--- config.mk ---
export PLATFORM = sky130hd
export DESIGN_NAME = saturn_debug_uart_tx_flat
export DESIGN_NICKNAME = d
export VERILOG_FILES = /design/src/rtl/saturn_debug_uart_tx_pkg.sv /design/src/rtl/saturn_debug_uart_tx_if.sv /design/src/rtl/saturn_debug_uart_tx_fifo.sv /design/src/rtl/saturn_debug_uart_tx.sv /design/src/flat_wrapper.sv
export SDC_FILE = /design/constraint.sdc
export NUM_CORES = 1
export LEC_CHECK = 0
export ABC_AREA = 1
export ABC_CLOCK_PERIOD_IN_PS = 2600
export BUFFER_PORTS_ARGS = -buffer_cell sky130_fd_sc_hd__buf_2
export CORE_ASPECT_RATIO = 1.25
export CORE_MARGIN = 10
export CORE_UTILIZATION = 40
export DETAILED_ROUTE_END_ITERATION = 8
export PLACE_DENSITY = 0.62
export RECOVER_POWER = 50
export SLEW_MARGIN = 15
export SYNTH_ARGS = -nofsm -noshare
export SYNTH_HDL_FRONTEND = slang
export SYNTH_SLANG_ARGS = --single-unit
--- constraint.sdc ---
create_clock -name i_clk -period 2.6 [get_ports i_clk]
set_input_delay 0.52 -clock i_clk [delete_from_list [all_inputs] [get_ports i_clk]]
set_output_delay 0.52 -clock i_clk [all_outputs]
set_load 0.1 [all_outputs]
--- src/rtl/saturn_debug_uart_tx_pkg.sv ---
// Shared definitions for the debug UART transmitter: FSM state encodings,
// board-default baud divider and FIFO depth.
package saturn_debug_uart_tx_pkg;

  // 25 MHz / 115200 baud, rounded
  localparam int DEF_CLKS_PER_BIT = 217;
  localparam int DEF_FIFO_ADDR_W  = 4;
  localparam int DATA_W           = 8;

  typedef enum logic [1:0] {
    ST_IDLE  = 2'd0,
    ST_START = 2'd1,
    ST_DATA  = 2'd2,
    ST_STOP  = 2'd3
  } uart_state_e;

  // One spare bit so the reload value always fits, even for powers of two.
  function automatic int baud_cnt_w(input int clks_per_bit);
    return $clog2(clks_per_bit) + 1;
  endfunction

endpackage

--- src/rtl/saturn_debug_uart_tx_if.sv ---
// Character write channel from the bus into the debug UART.
interface saturn_debug_uart_tx_if;
  import saturn_debug_uart_tx_pkg::*;

  logic [DATA_W-1:0] i_char;
  logic              i_char_valid;
  logic              o_char_ready;

  modport master (
    output i_char,
    output i_char_valid,
    input  o_char_ready
  );

  modport slave (
    input  i_char,
    input  i_char_valid,
    output o_char_ready
  );

endinterface

--- src/rtl/saturn_debug_uart_tx_fifo.sv ---
// Synchronous FIFO buffering characters ahead of the serialiser.
// Full and empty are judged on the registered level before this edge's pop.
module saturn_uart_fifo
  import saturn_debug_uart_tx_pkg::*;
#(
  parameter int FIFO_ADDR_W = DEF_FIFO_ADDR_W,
  parameter int WIDTH       = DATA_W
) (
  input  logic                 i_clk,
  input  logic                 i_reset_n,
  input  logic                 i_push,
  input  logic [WIDTH-1:0]     i_push_data,
  input  logic                 i_pop,
  output logic [WIDTH-1:0]     o_pop_data,
  output logic                 o_full,
  output logic                 o_empty,
  output logic [FIFO_ADDR_W:0] o_level
);

  localparam int DEPTH = 1 << FIFO_ADDR_W;
  localparam int LVL_W = FIFO_ADDR_W + 1;
  localparam logic [LVL_W-1:0] LVL_FULL = LVL_W'(DEPTH);

  logic [WIDTH-1:0]       r_mem [DEPTH];
  logic [FIFO_ADDR_W-1:0] r_wr_ptr;
  logic [FIFO_ADDR_W-1:0] r_rd_ptr;
  logic [LVL_W-1:0]       r_level;
  logic                   w_full;
  logic                   w_empty;
  logic                   w_push;
  logic                   w_pop;

  assign w_full  = (r_level == LVL_FULL);
  assign w_empty = (r_level == '0);
  assign w_push  = i_push && !w_full;
  assign w_pop   = i_pop && !w_empty;

  always_ff @(posedge i_clk or negedge i_reset_n) begin
    if (!i_reset_n) begin
      r_wr_ptr <= '0;
      r_rd_ptr <= '0;
      r_level  <= '0;
    end else begin
      if (w_push) r_wr_ptr <= r_wr_ptr + FIFO_ADDR_W'(1);
      if (w_pop)  r_rd_ptr <= r_rd_ptr + FIFO_ADDR_W'(1);
      case ({w_push, w_pop})
        2'b10:   r_level <= r_level + LVL_W'(1);
        2'b01:   r_level <= r_level - LVL_W'(1);
        default: r_level <= r_level;
      endcase
    end
  end

  // Storage needs no reset; the pointers define what is valid.
  always_ff @(posedge i_clk) begin
    if (w_push) r_mem[r_wr_ptr] <= i_push_data;
  end

  assign o_pop_data = r_mem[r_rd_ptr];
  assign o_full     = w_full;
  assign o_empty    = w_empty;
  assign o_level    = r_level;

endmodule

--- src/rtl/saturn_debug_uart_tx.sv ---
// Debug character output: buffers bus characters and sends them as 8N1 UART.
//   state | meaning
//   IDLE  | line high, waiting for a queued character
//   START | start bit (low) for one bit time
//   DATA  | 8 data bits, LSB first
//   STOP  | stop bit (high); pops the next character straight into START
module saturn_debug_uart_tx
  import saturn_debug_uart_tx_pkg::*;
#(
  parameter int CLKS_PER_BIT = DEF_CLKS_PER_BIT,
  parameter int FIFO_ADDR_W  = DEF_FIFO_ADDR_W
) (
  input  logic                  i_clk,
  input  logic                  i_reset_n,
  saturn_debug_uart_tx_if.slave bus,
  input  logic                  i_clear_ovf,
  output logic                  o_tx,
  output logic                  o_busy,
  output logic [FIFO_ADDR_W:0]  o_fifo_level,
  output logic                  o_overflow
);

  localparam int BAUD_W = baud_cnt_w(CLKS_PER_BIT);
  localparam logic [BAUD_W-1:0] BAUD_RELOAD = BAUD_W'(CLKS_PER_BIT - 1);

  uart_state_e         r_state;
  uart_state_e         w_state_nxt;
  logic [BAUD_W-1:0]   r_baud;
  logic [BAUD_W-1:0]   w_baud_nxt;
  logic [2:0]          r_bit;
  logic [2:0]          w_bit_nxt;
  logic [DATA_W-1:0]   r_shift;
  logic [DATA_W-1:0]   w_shift_nxt;
  logic                r_tx;
  logic                w_tx_nxt;
  logic                r_overflow;
  logic                w_baud_done;
  logic                w_pop;
  logic                w_fifo_full;
  logic                w_fifo_empty;
  logic [DATA_W-1:0]   w_fifo_data;
  logic [FIFO_ADDR_W:0] w_fifo_level;

  saturn_uart_fifo #(
    .FIFO_ADDR_W (FIFO_ADDR_W),
    .WIDTH       (DATA_W)
  ) u_fifo (
    .i_clk       (i_clk),
    .i_reset_n   (i_reset_n),
    .i_push      (bus.i_char_valid),
    .i_push_data (bus.i_char),
    .i_pop       (w_pop),
    .o_pop_data  (w_fifo_data),
    .o_full      (w_fifo_full),
    .o_empty     (w_fifo_empty),
    .o_level     (w_fifo_level)
  );

  assign w_baud_done = (r_baud == '0);

  always_comb begin
    w_state_nxt = r_state;
    w_baud_nxt  = r_baud;
    w_bit_nxt   = r_bit;
    w_shift_nxt = r_shift;
    w_tx_nxt    = 1'b1;
    w_pop       = 1'b0;

    case (r_state)
      ST_IDLE: begin
        w_tx_nxt = 1'b1;
        if (!w_fifo_empty) begin
          w_pop       = 1'b1;
          w_shift_nxt = w_fifo_data;
          w_baud_nxt  = BAUD_RELOAD;
          w_state_nxt = ST_START;
        end
      end

      ST_START: begin
        w_tx_nxt = 1'b0;
        if (w_baud_done) begin
          w_baud_nxt  = BAUD_RELOAD;
          w_bit_nxt   = 3'd0;
          w_state_nxt = ST_DATA;
        end else begin
          w_baud_nxt = r_baud - BAUD_W'(1);
        end
      end

      ST_DATA: begin
        w_tx_nxt = r_shift[0];
        if (w_baud_done) begin
          w_baud_nxt  = BAUD_RELOAD;
          w_shift_nxt = {1'b0, r_shift[DATA_W-1:1]};
          if (r_bit == 3'd7) begin
            w_state_nxt = ST_STOP;
          end else begin
            w_bit_nxt = r_bit + 3'd1;
          end
        end else begin
          w_baud_nxt = r_baud - BAUD_W'(1);
        end
      end

      ST_STOP: begin
        w_tx_nxt = 1'b1;
        if (w_baud_done) begin
          if (!w_fifo_empty) begin
            w_pop       = 1'b1;
            w_shift_nxt = w_fifo_data;
            w_baud_nxt  = BAUD_RELOAD;
            w_state_nxt = ST_START;
          end else begin
            w_state_nxt = ST_IDLE;
          end
        end else begin
          w_baud_nxt = r_baud - BAUD_W'(1);
        end
      end

      default: begin
        w_state_nxt = ST_IDLE;
      end
    endcase
  end

  // The line level is registered from the current state, so the pin lags
  // the state by one clock and never glitches.
  always_ff @(posedge i_clk or negedge i_reset_n) begin
    if (!i_reset_n) begin
      r_state <= ST_IDLE;
      r_baud  <= '0;
      r_bit   <= '0;
      r_shift <= '0;
      r_tx    <= 1'b1;
    end else begin
      r_state <= w_state_nxt;
      r_baud  <= w_baud_nxt;
      r_bit   <= w_bit_nxt;
      r_shift <= w_shift_nxt;
      r_tx    <= w_tx_nxt;
    end
  end

  // A write against a full FIFO beats a simultaneous clear.
  always_ff @(posedge i_clk or negedge i_reset_n) begin
    if (!i_reset_n) begin
      r_overflow <= 1'b0;
    end else if (bus.i_char_valid && w_fifo_full) begin
      r_overflow <= 1'b1;
    end else if (i_clear_ovf) begin
      r_overflow <= 1'b0;
    end
  end

  assign bus.o_char_ready = !w_fifo_full;
  assign o_tx             = r_tx;
  assign o_busy           = (r_state != ST_IDLE) || (w_fifo_level != '0);
  assign o_fifo_level     = w_fifo_level;
  assign o_overflow       = r_overflow;

endmodule
--- src/flat_wrapper.sv ---
// flat-port wrapper written by rule: the top's interface ports become plain ports
module saturn_debug_uart_tx_flat import saturn_debug_uart_tx_pkg::*;
#(
  parameter int CLKS_PER_BIT = DEF_CLKS_PER_BIT,
  parameter int FIFO_ADDR_W  = DEF_FIFO_ADDR_W
)
  (i_clk, i_reset_n, i_clear_ovf, o_tx, o_busy, o_fifo_level, o_overflow, bus_i_char, bus_i_char_valid, bus_o_char_ready);
  saturn_debug_uart_tx_if bus_i ();
  input  logic i_clk;
  input  logic i_reset_n;
  input  logic i_clear_ovf;
  output logic o_tx;
  output logic o_busy;
  output logic [FIFO_ADDR_W:0] o_fifo_level;
  output logic o_overflow;
  input wire logic [$bits(bus_i.i_char)-1:0] bus_i_char;
  input wire logic [$bits(bus_i.i_char_valid)-1:0] bus_i_char_valid;
  output wire logic [$bits(bus_i.o_char_ready)-1:0] bus_o_char_ready;
  assign bus_i.i_char = bus_i_char;
  assign bus_i.i_char_valid = bus_i_char_valid;
  assign bus_o_char_ready = bus_i.o_char_ready;
  saturn_debug_uart_tx #(.CLKS_PER_BIT(CLKS_PER_BIT), .FIFO_ADDR_W(FIFO_ADDR_W)) u_core (.i_clk(i_clk), .i_reset_n(i_reset_n), .bus(bus_i), .i_clear_ovf(i_clear_ovf), .o_tx(o_tx), .o_busy(o_busy), .o_fifo_level(o_fifo_level), .o_overflow(o_overflow));
endmodule
==> key figures <==
Cells and area
  • Diodes inserted: 0
  • Area Overhead vs Synth: 14.3%
  • Finished Layout Cells: 1066
  • Layout cells sized above 1: 12.1%
  • Final net count: 852
  • Fillers: 1737
  • Final Util: 46.2%
  • Sequential cell area: 4780 um2
  • Multi-input gate area in the final layout: 2460 um2

Power and ir drop
  • Internal: 4720 uW
  • Logic pwr share: 15.1%
  • Sw frac: 29.0%
  • Sequential share of power: 49.1%
  • Clk pwr share: 35.7%
  • Total Power: 6650 uW
  • Sw Pwr: 1930 uW
  • Peak supply drop: 0.718 mV
  • Pwr/cell area: 769 nW/um2
  • Static Leak: 0.00375 uW

Critical path
  • Critical Path RT: 2.08 ns
  • Maximum fanout along the worst path: 7
  • Crit path DAT: 1.86 ns
  • Setup crit start kind: flop
  • Worst setup EP type: primary output
  • Crit Path Category: flop to primary output

Place
  • RD Place Congestion: 0.803
  • Input/output buffers: 20
  • DP Wirelength: 10700 um
  • Placed Cells: 1031

Routing
  • Number of DRC violations after detailed-routing iteration 0: 405
  • WL final: 16100 um
  • Pre-antenna DRT Iters: 4
  • Antenna Nets Post-Route: 0
  • Vias per inst: 4.81
  • Residual DRC: 0
  • Routed wire per std cell: 15.1 um
  • Via count: 5123

Yosys
  • Yosys reg bits: 165
  • Count leader, synth: nand2_1
  • Top-area cell type share of the netlist area: 50.8%
  • Synth async-reset ratio: 22.4%
  • Number of synthesized flops with an enable pin: 128
  • Primary FF master, synth: edfxtp_1
  • Ranking of synthesized cells by area: edfxtp_1 (51%), nand2_1 (13%), dfrtp_1 (12%)
  • Cell count after synthesis: 781
  • Syn_nets: 812
  • Dominant cell type by area after synthesis: edfxtp_1
  • Most instantiated cells after synthesis: nand2_1 (258), edfxtp_1 (128), nor2_1 (113)
  • Synth warnings: 0
  • Syn Area/Cell: 9.69 um2
  • Sequential cell area fraction in the yosys report: 63.0%
  • Mapped Area: 7570 um2
  • Unique masters post-synth: 33

CTS
  • Hold buffer count at CTS: 0
  • H-Tree Depth: 4
  • Clk sinks: 165
  • Inserted Clock Buffers: 17
  • CTS tree: done
  • Root buf cell: clkbuf_16
  • Worst-Skew Late Latency: 0.42 ns
  • CTS max path bufs: 2
  • Clk pin slew, worst setup/hold paths: 0.06 ns

STA
  • Total Negative Setup Slacks: 0 ns
  • Period minus WS final: 2.38 ns
  • Rel. slew slack: 42.3%
  • Endpoints failing hold: 0
  • Max Clk Rate: 0.420 GHz
  • WHS: 0.202 ns
  • Final cycle utilization of the critical path: 91.6%
  • Max Clock Skew: 0.00752 ns
  • RSZ-0062 raised after global routing: false
  • Worst-Margin Slew: 0.865 ns
  • Max Slew Vio Count: 0
  • Final setup violation count: 0

Global routing
  • Largest net degree at the start of global routing: 81
  • Antenna violations before repair: 0
  • GRT Total Usage: 13.4%
  • First-pass GRT wire length: 25700 um
  • Global route overflow: 0
  • Number of global-route vias before repair: 4935

Outcome
  • Status: complete, no violations

Die
  • Starting Density: 40.5%
  • Die Y: 174 um
  • Num rows: 56
  • Die W: 143 um
  • Full die area: 24900 um2
  • Core area: 18700 um2
  • Io pins: 21

Run
  • Total of max-cap violations: 0

Worst hold path
  • Hold WC Path Type: input port to async pin
flip-flops by register name, summed over array words and instances, names as in the netlist:
name / cells
u_core.r_shift: 8
u_core.u_fifo.r_rd_ptr: 4
u_core.u_fifo.o_level: 5
u_core.r_bit: 3
u_core.r_baud: 9
u_core.o_tx: 1
u_core.r_state: 2
u_core.u_fifo.r_mem: 128
u_core.u_fifo.r_wr_ptr: 4
u_core.o_overflow: 1
cell families (layout without fill, tap and decap cells):
family,count (synthesis),count (layout),share of synthesized area (%)
adder cells (fa/ha/maj),19,19,3.24
XOR/XNOR,10,10,1.16
AND/OR/NAND/NOR,448,448,23.8
AO/OA/AOI/OAI,47,47,3.54
flip-flops,165,165,63.0
buffers and inverters,92,145,5.27
layout make-up:
class | count | share of cell area (%)
clock buffers | 18 | 4.96
inverters | 68 | 2.95
multi-input cells | 524 | 28.5
flip-flops and latches | 165 | 55.3
clock inverters | 14 | 1.48
repair buffers | 45 | 3.50
well taps | 232 | 3.36
critical path: stages (launching register included):
cell,delay [ns]
dfrtp_2,0.45
nor2_2,0.21
nand3_2,0.13
buf_4,0.18
inv_2,0.11
nand2_1,0.07
buf_2,0.29
layer usage:
layer | vias up | routed length (um) | part of all wire [%] | track usage (%)
li1 | 2625 | - | - | -
met1 | 2376 | 7140 | 44 | 16.6
met2 | 106 | 7980 | 50 | 22.2
met3 | 16 | 670 | 4.2 | 2.69
met4 | 0 | 295 | 1.8 | 5.04
met5 | - | 0 | 0 | 0
final timing paths:
check,start,end,slack [ns],cells after the start
setup / recovery,u_core.u_fifo.o_level[2],o_busy,0.22,6
max in group asynchronous,i_reset_n,u_core.u_fifo.o_level[0],1.75,1
hold reg to reg,u_core.r_shift[2],u_core.r_shift[2],0.48,2
min in group i_clk,i_clear_ovf,u_core.o_overflow,0.29,2
hold / removal,i_reset_n,u_core.r_baud[4],0.20,1
setup reg to reg,u_core.r_state[0],u_core.u_fifo.o_level[4],0.22,14
placed cells by master, fill, tap and decap left out, types with 2 or more instances in the layout:
cell type	netlist	layout
a21oi_1	7	6
a21oi_2	1	2
buf_12	0	2
buf_2	13	12
buf_4	4	23
clkbuf_1	4	9
clkbuf_16	0	17
clkinv_1	1	2
clkinv_2	0	3
clkinv_4	0	2
clkinvlp_4	0	2
dfrtp_1	36	30
dfrtp_2	0	5
edfxtp_1	128	128
ha_1	18	14
ha_4	0	3
inv_1	61	59
inv_2	6	8
inv_6	0	4
nand2_1	258	258
nand2_2	2	2
nand3_1	66	65
nand4_1	4	4
nor2_1	113	111
nor2_2	3	5
o21ai_0	30	30
o22ai_1	2	2
xnor2_1	2	2
xor2_1	8	8
what timing repair did:
item / 4_1_cts / 5_1_grt
endpoints found under the hold margin: 0 / 0
gates resized for setup: 0 / 9
setup endpoints to repair: 0 / 2
buffers inserted: 0 / 3
power groups by stage:
stage / clock, uW / sequential [uW] / combinational, uW
2_1_floorplan: 0 / 3570 / 420
3_3_place_gp: 0 / 3300 / 976
3_5_place_dp: 0 / 3320 / 993
4_1_cts: 2420 / 3260 / 995
5_1_grt: 2530 / 3300 / 1110
6_report: 2380 / 3270 / 1010
through the flow:
stage	instance area [um2]	worst slack [ns]
final	8650	0.219
after global routing	8650	0.00464
after CTS	8590	0.0553
after detailed placement	8040	0.0670
after global placement	8040	0.102
after floorplan	7600	0.00121
Note: power is estimated with default switching activity, not from simulation.
